### src/rtl/led_frame_scheduler_pkg.sv
// Shared types and helpers for the LED frame scheduler.
package led_frame_scheduler_pkg;

  typedef enum logic [1:0] {
    IDLE,
    REQUEST,
    PRESENT,
    LATCH
  } sched_state_t;

  // WS2812 reset/latch low-time in microseconds.
  localparam int unsigned WS2812_LATCH_US = 50;

  // Scale each channel of an {R,G,B} word and reorder to the {G,R,B} wire order.
  function automatic logic [23:0] pack_grb(input logic [23:0] color, input int unsigned shift);
    logic [7:0] r;
    logic [7:0] g;
    logic [7:0] b;
    r = color[23:16] >> shift;
    g = color[15:8] >> shift;
    b = color[7:0] >> shift;
    return {g, r, b};
  endfunction

endpackage

### src/rtl/led_frame_scheduler_if.sv
// Colour buffer read port plus WS2812 bit-driver word handshake.
interface led_frame_scheduler_if #(
  parameter int unsigned LED_ADDRESS_WIDTH = 6,
  parameter int unsigned COLOR_WIDTH       = 24
);

  logic [LED_ADDRESS_WIDTH-1:0] next_led_request_address;
  logic [COLOR_WIDTH-1:0]       buf_data;
  logic                         buf_color_valid;
  logic [23:0]                  drv_color;
  logic                         drv_valid;
  logic                         drv_ready;
  logic                         drv_latch;

  // Scheduler side.
  modport master (
    output next_led_request_address,
    input  buf_data,
    input  buf_color_valid,
    output drv_color,
    output drv_valid,
    input  drv_ready,
    output drv_latch
  );

  // Buffer / driver side.
  modport slave (
    input  next_led_request_address,
    output buf_data,
    output buf_color_valid,
    input  drv_color,
    input  drv_valid,
    output drv_ready,
    input  drv_latch
  );

endinterface

### src/rtl/led_frame_scheduler.sv
// Walks the colour buffer once per frame, hands one scaled GRB word per LED to the
// bit driver, then holds the line in latch for the reset gap.
module led_frame_scheduler
  import led_frame_scheduler_pkg::*;
#(
  parameter int unsigned NUM_LEDS          = 50,
  parameter int unsigned LED_ADDRESS_WIDTH = $clog2(NUM_LEDS),
  parameter int unsigned COLOR_WIDTH       = 24,
  parameter int unsigned BRIGHT_SHIFT      = 4,
  parameter int unsigned SETTLE_CYCLES     = 2,
  parameter int unsigned VALID_TIMEOUT     = 16,
  // Default assumes a 100 MHz LED clock.
  parameter int unsigned LATCH_CYCLES      = WS2812_LATCH_US * 100
) (
  input  logic                         clk_led,
  input  logic                         rst,
  input  logic                         enable,
  input  logic                         buffer_wiping,
  led_frame_scheduler_if.master        bus,
  output logic                         frame_done,
  output logic                         busy,
  output logic [7:0]                   timeout_count
);

  localparam int unsigned TIMER_MAX =
      (LATCH_CYCLES > VALID_TIMEOUT) ? LATCH_CYCLES : VALID_TIMEOUT;
  localparam int unsigned TIMER_W   = $clog2(TIMER_MAX + 1);
  localparam int unsigned SETTLE_W  = $clog2(SETTLE_CYCLES + 2);

  localparam logic [TIMER_W-1:0]           TimeoutLoad = TIMER_W'(VALID_TIMEOUT - 1);
  localparam logic [TIMER_W-1:0]           LatchLoad   = TIMER_W'(LATCH_CYCLES - 1);
  localparam logic [SETTLE_W-1:0]          SettleLoad  = SETTLE_W'(SETTLE_CYCLES);
  localparam logic [LED_ADDRESS_WIDTH-1:0] LastLed     = LED_ADDRESS_WIDTH'(NUM_LEDS - 1);

  sched_state_t                 state_q, state_d;
  logic [LED_ADDRESS_WIDTH-1:0] index_q, index_d;
  logic [SETTLE_W-1:0]          settle_q, settle_d;
  // Shared down-counter: valid timeout in REQUEST, latch gap in LATCH.
  logic [TIMER_W-1:0]           timer_q, timer_d;
  logic [23:0]                  color_q, color_d;
  logic [7:0]                   tmo_cnt_q, tmo_cnt_d;
  logic                         frame_done_q, frame_done_d;
  logic [COLOR_WIDTH-1:0]       buf_word;

  assign buf_word = bus.buf_data;

  // Next-state, counter and capture logic.
  always_comb begin
    state_d      = state_q;
    index_d      = index_q;
    settle_d     = settle_q;
    timer_d      = timer_q;
    color_d      = color_q;
    tmo_cnt_d    = tmo_cnt_q;
    frame_done_d = 1'b0;

    unique case (state_q)
      IDLE: begin
        index_d  = '0;
        settle_d = SettleLoad;
        timer_d  = TimeoutLoad;
        if (enable && !buffer_wiping) begin
          state_d = REQUEST;
        end
      end

      REQUEST: begin
        if (buffer_wiping) begin
          // Timeout frozen; settling starts over once the wipe ends.
          settle_d = SettleLoad;
        end else begin
          if (settle_q == '0 && bus.buf_color_valid) begin
            color_d = pack_grb(buf_word[23:0], BRIGHT_SHIFT);
            state_d = PRESENT;
          end else if (timer_q == '0) begin
            color_d = '0;
            state_d = PRESENT;
            if (tmo_cnt_q != 8'hFF) begin
              tmo_cnt_d = tmo_cnt_q + 8'd1;
            end
          end else begin
            timer_d = timer_q - TIMER_W'(1);
          end
          if (settle_q != '0) begin
            settle_d = settle_q - SETTLE_W'(1);
          end
        end
      end

      PRESENT: begin
        if (bus.drv_ready) begin
          if (index_q == LastLed) begin
            index_d = '0;
            timer_d = LatchLoad;
            state_d = LATCH;
          end else begin
            index_d  = index_q + LED_ADDRESS_WIDTH'(1);
            settle_d = SettleLoad;
            timer_d  = TimeoutLoad;
            state_d  = REQUEST;
          end
        end
      end

      LATCH: begin
        if (timer_q == '0) begin
          frame_done_d = 1'b1;
          settle_d     = SettleLoad;
          timer_d      = TimeoutLoad;
          state_d      = (enable && !buffer_wiping) ? REQUEST : IDLE;
        end else begin
          timer_d = timer_q - TIMER_W'(1);
        end
      end

      default: begin
        state_d = IDLE;
      end
    endcase
  end

  // State and datapath registers.
  always_ff @(posedge clk_led or posedge rst) begin
    if (rst) begin
      state_q      <= IDLE;
      index_q      <= '0;
      settle_q     <= '0;
      timer_q      <= '0;
      color_q      <= '0;
      tmo_cnt_q    <= '0;
      frame_done_q <= 1'b0;
    end else begin
      state_q      <= state_d;
      index_q      <= index_d;
      settle_q     <= settle_d;
      timer_q      <= timer_d;
      color_q      <= color_d;
      tmo_cnt_q    <= tmo_cnt_d;
      frame_done_q <= frame_done_d;
    end
  end

  assign bus.next_led_request_address = index_q;
  assign bus.drv_color                = color_q;
  assign bus.drv_valid                = (state_q == PRESENT);
  assign bus.drv_latch                = (state_q == LATCH);
  assign frame_done                   = frame_done_q;
  assign busy                         = (state_q != IDLE);
  assign timeout_count                = tmo_cnt_q;

endmodule

### src/flat_wrapper.sv
// flat-port wrapper written by rule: the top's interface ports become plain ports
module led_frame_scheduler_flat import led_frame_scheduler_pkg::*;
#(
  parameter int unsigned NUM_LEDS          = 50,
  parameter int unsigned LED_ADDRESS_WIDTH = $clog2(NUM_LEDS),
  parameter int unsigned COLOR_WIDTH       = 24,
  parameter int unsigned BRIGHT_SHIFT      = 4,
  parameter int unsigned SETTLE_CYCLES     = 2,
  parameter int unsigned VALID_TIMEOUT     = 16,
                                         
  parameter int unsigned LATCH_CYCLES      = WS2812_LATCH_US * 100
)
  (clk_led, rst, enable, buffer_wiping, frame_done, busy, timeout_count, bus_next_led_request_address, bus_buf_data, bus_buf_color_valid, bus_drv_color, bus_drv_valid, bus_drv_ready, bus_drv_latch);
  led_frame_scheduler_if #(.LED_ADDRESS_WIDTH(LED_ADDRESS_WIDTH), .COLOR_WIDTH(COLOR_WIDTH)) bus_i ();
  input  logic clk_led;
  input  logic rst;
  input  logic enable;
  input  logic buffer_wiping;
  output logic frame_done;
  output logic busy;
  output logic [7:0] timeout_count;
  output wire logic [$bits(bus_i.next_led_request_address)-1:0] bus_next_led_request_address;
  input wire logic [$bits(bus_i.buf_data)-1:0] bus_buf_data;
  input wire logic [$bits(bus_i.buf_color_valid)-1:0] bus_buf_color_valid;
  output wire logic [$bits(bus_i.drv_color)-1:0] bus_drv_color;
  output wire logic [$bits(bus_i.drv_valid)-1:0] bus_drv_valid;
  input wire logic [$bits(bus_i.drv_ready)-1:0] bus_drv_ready;
  output wire logic [$bits(bus_i.drv_latch)-1:0] bus_drv_latch;
  assign bus_next_led_request_address = bus_i.next_led_request_address;
  assign bus_i.buf_data = bus_buf_data;
  assign bus_i.buf_color_valid = bus_buf_color_valid;
  assign bus_drv_color = bus_i.drv_color;
  assign bus_drv_valid = bus_i.drv_valid;
  assign bus_i.drv_ready = bus_drv_ready;
  assign bus_drv_latch = bus_i.drv_latch;
  led_frame_scheduler #(.NUM_LEDS(NUM_LEDS), .LED_ADDRESS_WIDTH(LED_ADDRESS_WIDTH), .COLOR_WIDTH(COLOR_WIDTH), .BRIGHT_SHIFT(BRIGHT_SHIFT), .SETTLE_CYCLES(SETTLE_CYCLES), .VALID_TIMEOUT(VALID_TIMEOUT), .LATCH_CYCLES(LATCH_CYCLES)) u_core (.clk_led(clk_led), .rst(rst), .enable(enable), .buffer_wiping(buffer_wiping), .bus(bus_i), .frame_done(frame_done), .busy(busy), .timeout_count(timeout_count));
endmodule
### config.mk
export PLATFORM = sky130hd
export DESIGN_NAME = led_frame_scheduler_flat
export DESIGN_NICKNAME = d
export VERILOG_FILES = /design/src/rtl/led_frame_scheduler_pkg.sv /design/src/rtl/led_frame_scheduler_if.sv /design/src/rtl/led_frame_scheduler.sv /design/src/flat_wrapper.sv
export SDC_FILE = /design/constraint.sdc
export NUM_CORES = 1
export LEC_CHECK = 0
export CORE_MARGIN = 2
export CORE_UTILIZATION = 25
export DETAILED_ROUTE_END_ITERATION = 10
export SYNTH_ARGS = -nofsm -noshare
export SYNTH_HDL_FRONTEND = slang
export SYNTH_SLANG_ARGS = --single-unit
### constraint.sdc
create_clock -name clk_led -period 2.4 [get_ports clk_led]
set_clock_uncertainty 0.15 [all_clocks]
set_input_delay 0.6 -clock clk_led [delete_from_list [all_inputs] [get_ports clk_led]]
set_output_delay 0.6 -clock clk_led [all_outputs]
set_load 0.02 [all_outputs]
==> metrics, run 1 <==
Core ar. 9640 um^2; row count 36; clock slew at reported path FFs 90 ps; Unique masters post-synth 51; Worst Hold Path Cells 1; DP Cell Count 441; synthesized area 2450 um^2; PD cells 1040 nW/um^2; Clk Latency, worst-skew pair 300 ps; most numerous cell in the Yosys netlist dfrtp_1; post-CTS setup buffers 0; IO buf count 47; Main synth FF type dfrtp_1; hold buffer count at cts 0; Min-Delay Path Class reg -> reg; DRT antenna net count 0; DR pass1 iterations 4; Num CTS Buffers 5; die width 103 um; WL/cell 12.6 um; Initial Utilization 25.5%; Synth area leaders dfrtp_1 (45%), a22o_1 (5.7%), buf_4 (4.0%); DPL Wire Length 4260 um; CTS H-tree lvls 2; initial antenna violation count 0; status finished, final reports clean; global-route wire length before repair 9450 um; GRT overflow 0; CTS Buffer Depth 2; # fillers 1,008; nature of the critical path startpoint register; layout cell share with drive strength beyond 1 14.6%; worst reg2reg path depth 5; Slew Viols, Final 0; setup_tns 0 ps; TritonCTS clock tree built; Slew HR 66.1%; RSZ-0062 raised after global routing no; yosys warns 0; 1st-iter DRT viols 195; DRC 0; largest net degree at the start of global routing 45; crit path DAT 1590 ps; Tightest Pin Transition 507 ps; #FFs+latches synth 44; sequential cell area fraction in the yosys report 44.9%; routability cong. 0.840; Max Cap Viol 0; ys async rst share 100%; DRT Wirelength 5640 um; CP delay by family, top buffers and inverters; Setup CP Type reg -> out; Avg Cell Area, Syn 10.1 um^2; Worst Path Required 1650 ps; Peak VDD IR 0.000433 V; Yosys top cell by area dfrtp_1; Via density 4.63; crit path cell chain nor2_2 -> inv_1 -> clkdlybuf4s50_1; Max Freq 0.427 GHz; Nets 351; Post-Syn Instances 243; number of flops mapped to enable cells by yosys 0; Die Ht 103 um; WP buf/inv 2; clk sink count 44; CP Depth 3; top cell type's share of synthesized area 44.9%; fin cells 449; IO Pins 72; die area 10,600 um^2; period utilization 97.6%; synth cell count leaders dfrtp_1 (44), nand2_1 (18), a22o_1 (16), nor2_1 (16), buf_4 (13); vias in the first global route 1,989; slowest stage cell on the critical path clkdlybuf4s50_1; final hold vios 0; CTS root buf clkbuf_8; critical path endpoint category output port; LEAKAGE 0.00147 uW; Final Setup Violations 0; total track usage 11.2%; DR vias 2,079; CP Max Fanout 8; n_diodes 0; CP peak stage delay 530 ps; post-layout min period 2340 ps; Area growth syn-to-layout 37.3%
[area by class of cell]
class / instances / area, um^2 / area share [%]
well taps: 133 / 166 / 4.94
multi-input cells: 178 / 1220 / 36.2
inverters: 10 / 37.5 / 1.11
clock inverters: 2 / 38.8 / 1.15
flip-flops and latches: 44 / 1100 / 32.7
repair buffers: 76 / 723 / 21.5
clock buffers: 6 / 82.6 / 2.45
[where the power goes]
group | leakage, uW | switching [uW] | total [uW] | internal (uW)
Clock | 0.0000614 | 264 | 604 | 341
Combinational | 0.000842 | 845 | 1670 | 822
Sequential | 0.000565 | 261 | 1240 | 976
[metrics by stage]
stage	instance area (um^2)	hold WS [ps]	util [%]	setup WS, ps	total power [uW]
2_1_floorplan	2490	308	-	274	2260
3_3_place_gp	3240	322	33.6	40.2	2900
3_5_place_dp	3240	325	33.6	6.53	2930
4_1_cts	3360	346	34.9	36.0	3550
5_1_grt	3370	367	34.9	9.26	3780
6_report	3370	340	34.9	58.3	3510
[registers in the layout (all words and copies together) (netlist names)]
register and flops:
u_core.timer_q 13, u_core.bus.drv_color 12, u_core.timeout_count 8, u_core.bus.next_led_request_address 6, u_core.settle_q 2, u_core.state_q 2
u_core.frame_done 1
[worst reg2reg max path, cell delays in order, from the launching register on]
cell and delay [ps]:
dfrtp_1 460, or4_1 650, o41ai_4 540, a211oi_1 110, o21ai_1 150, o31ai_1 90
[cell usage in the layout (no fill, tap or decap), types with 8 or more instances in the layout]
| cell type | instances |
|---|---|
| inv_1 | 9 |
| o21ai_1 | 8 |
| clkdlybuf4s50_1 | 45 |
| nor2_1 | 15 |
| nand2_1 | 18 |
| nor3_1 | 9 |
| conb_1 | 12 |
| nand3_1 | 9 |
| a22o_1 | 16 |
| dfrtp_1 | 44 |
| buf_4 | 26 |
| a21oi_1 | 11 |
[layer usage]
layer	share of wire, %	track usage, %
met1	46	15.1
met2	49	17.7
met3	4.3	2.92
met4	0.82	3.44
met5	0	0
[worst paths after layout]
check | endpoint | startpoint | slack (ps)
max | busy | u_core.state_q[1] | 60
min | u_core.settle_q[1] | u_core.settle_q[1] | 340
max reg2reg | u_core.timer_q[9] | u_core.timer_q[7] | 140
min reg2reg | u_core.settle_q[1] | u_core.settle_q[1] | 340
max in group asynchronous | u_core.timer_q[11] | rst | 1400
min in group asynchronous | u_core.timeout_count[1] | rst | 480
[cell families (layout without fill, tap and decap cells)]
group,count (synthesis),after routing,share of synthesized area [%]
other,1,12,0.153
DFF,44,44,44.9
buffers and inverters,32,94,7.50
muxes,2,2,0.918
and+or+nand+nor,78,78,17.9
adders and majority gates,6,6,3.06
AOI/OAI and AO/OA,69,69,21.7
xor gates and xnor gates,11,11,3.93
[timing repair]
item	CTS	global route
setup endpoints to repair	3	1
resized for setup	3	2
endpoints found under the hold margin	0	0
(Power assumes the default switching activity.)
==> inputs of run 2 (changes only) <==
--- a/config.mk
+++ b/config.mk
@@ -5,7 +5,7 @@
 export SDC_FILE = /design/constraint.sdc
 export NUM_CORES = 1
 export LEC_CHECK = 0
-export CORE_MARGIN = 2
+export CORE_MARGIN = 5
 export CORE_UTILIZATION = 25
 export DETAILED_ROUTE_END_ITERATION = 10
 export SYNTH_ARGS = -nofsm -noshare
==> constraint.sdc (replaced) <==
create_clock -name clk_led -period 1.9 [get_ports clk_led]
set_clock_uncertainty 0.15 [all_clocks]
set_input_delay 0.475 -clock clk_led [delete_from_list [all_inputs] [get_ports clk_led]]
set_output_delay 0.475 -clock clk_led [all_outputs]
set_load 0.02 [all_outputs]
==> metrics, run 2 (same netlist as run 1, synthesis figures left out) <==
IO buf count 47 (unchanged); Via density 4.56 (-1.5%); largest net degree at the start of global routing 45 (unchanged); Final Setup Violations 28 (+28); clk sink count 44 (unchanged); Final Core Density 41.4% (+6.4 points); status finished with violations; RSZ-0062 raised after global routing yes; post-layout min period 2060 ps; Max Cap Viol 0 (unchanged); Initial Utilization 25.3% (-0.12 points); Clock Power Share 12.1% (-5.1 points); Worst Path Required 1940 ps (+290 ps); commonest cells after routing, fill and taps aside buf_4 (67), dfrtp_1 (42), dlygate4sd2_1 (26); # fillers 955 (-5.3%); global-route wire length before repair 11,300 um (+20%); nature of the critical path startpoint register; Gate power share 58.5% (+11 points); WL/cell 13.7 um (+9.1%); clock slew at reported path FFs 100 ps (about the same); CTS Buffer Depth 2 (unchanged); Min-Delay Path Class reg -> reg; layout cell share with drive strength beyond 1 39.2% (+25 points); Die Ht 109 um (+5.8%); row count 36 (unchanged); LEAKAGE 0.00198 uW (+35%); fin cells 505 (+12%); most common cell after layout, fill and taps aside buf_4; Max Freq 0.486 GHz; CTS H-tree lvls 2 (unchanged); 1st-iter DRT viols 195 (unchanged); period utilization 108%; Num CTS Buffers 5 (unchanged); CP Max Fanout 7 (-1); Clk Latency, worst-skew pair 300 ps (about the same); total track usage 11.8% (+0.61 points); IO Pins 72 (unchanged); CTS root buf clkbuf_8; n_diodes 0 (unchanged); failing checks negative setup slack; cell internal pwr 3010 uW (+41%); critical path endpoint category register; vias in the first global route 2,355 (+18%); die width 109 um (+5.8%); switch share 40.3% (+1.2 points); sw power 2030 uW (+48%); Core ar. 9680 um^2 (+0.47%); initial antenna violation count 0 (unchanged); DPL Wire Length 4930 um (+16%); Largest Register u_core.timer_q; PD cells 1260 nW/um^2 (+21%); sequential power share 29.3% (-6.0 points); crit path DAT 2100 ps (+510 ps); DR pass1 iterations 4 (unchanged); Slew Viols, Final 0 (unchanged); hold buffer count at cts 0 (unchanged); DRT antenna net count 0 (unchanged); final hold vios 0 (unchanged); max reg flops 13 (unchanged); DRT Wirelength 6910 um (+23%); TritonCTS clock tree built; die area 11,900 um^2 (+12%); GRT overflow 0 (unchanged); DR vias 2,303 (+11%); Nets 407 (+16%); Peak VDD IR 0.000555 V (+28%); Area growth syn-to-layout 63.2%; routability cong. 0.827 (-1.5%); DP Cell Count 480 (+8.8%); Setup CP Type reg -> reg; post-route setup slack -159 ps (-217 ps); DRC 0 (unchanged)
[run 2: worst paths after layout]
| kind | slack, ps | end | cells after the start | from |
|---|---|---|---|---|
| max | -160 | u_core.timer_q[12] | 6 | u_core.timer_q[7] |
| min | 350 | u_core.timeout_count[7] | 1 | u_core.timeout_count[7] |
| max reg2reg | -160 | u_core.timer_q[12] | 6 | u_core.timer_q[7] |
| min reg2reg | 350 | u_core.timeout_count[7] | 1 | u_core.timeout_count[7] |
| max in group asynchronous | 1010 | u_core.state_q[1] | 3 | rst |
| min in group asynchronous | 360 | u_core.bus.drv_color[16] | 3 | rst |
[run 2: metrics by stage]
step | setup TNS, ps | setup WS (ps) | hold slack, ps | power (uW) | cell area (um^2)
6_report | -1810 | -159 | 347 | 5050 | 4010
4_1_cts | -1260 | -150 | 344 | 4830 | 3780
3_3_place_gp | -9830 | -394 | 320 | 4050 | 3550
3_5_place_dp | -10690 | -404 | 327 | 4100 | 3550
5_1_grt | -4460 | -247 | 381 | 5400 | 4010
2_1_floorplan | -986 | -111 | 308 | 2910 | 2530
[run 2: timing repair]
action	CTS	global route
setup endpoints to repair	61	41
pin swaps	17	24
resized for setup	66	37
buffers inserted	6	11
[run 2: layout make-up]
cell class	count	area, um^2	area share (%)
Timing Repair Buffer	132	1160	29.0
Clock buffer	5	68.8	1.72
Multi-Input combinational cell	178	1450	36.2
Tap cell	133	166	4.15
Inverter	10	37.5	0.937
Clock inverter	3	18.8	0.469
Sequential cell	44	1100	27.6
[run 2: per-layer routing]
metal  vias to the layer above  track usage, %  part of all wire [%]
li1                       1133               -                     -
met5                         -               0                     0
met2                        47            20.8                    52
met4                         0            2.16                  0.74
met1                      1118            14.7                    43
met3                         5            3.02                   4.1
[run 2: critical path: stages, from the launching register on]
cell and delay [ps]:
dfrtp_1 430, or4_4 560, o41ai_4 340, buf_4 200
a211oi_1 50, o21ai_1 130, o31ai_1 80
[run 2: power by group through the flow]
stage,registers [uW],clock network [uW],logic (uW)
after floorplan,1700,0,1200
after global placement,1480,0,2580
after detailed placement,1480,0,2620
after CTS,1470,625,2730
after global routing,1530,655,3210
final,1480,612,2950
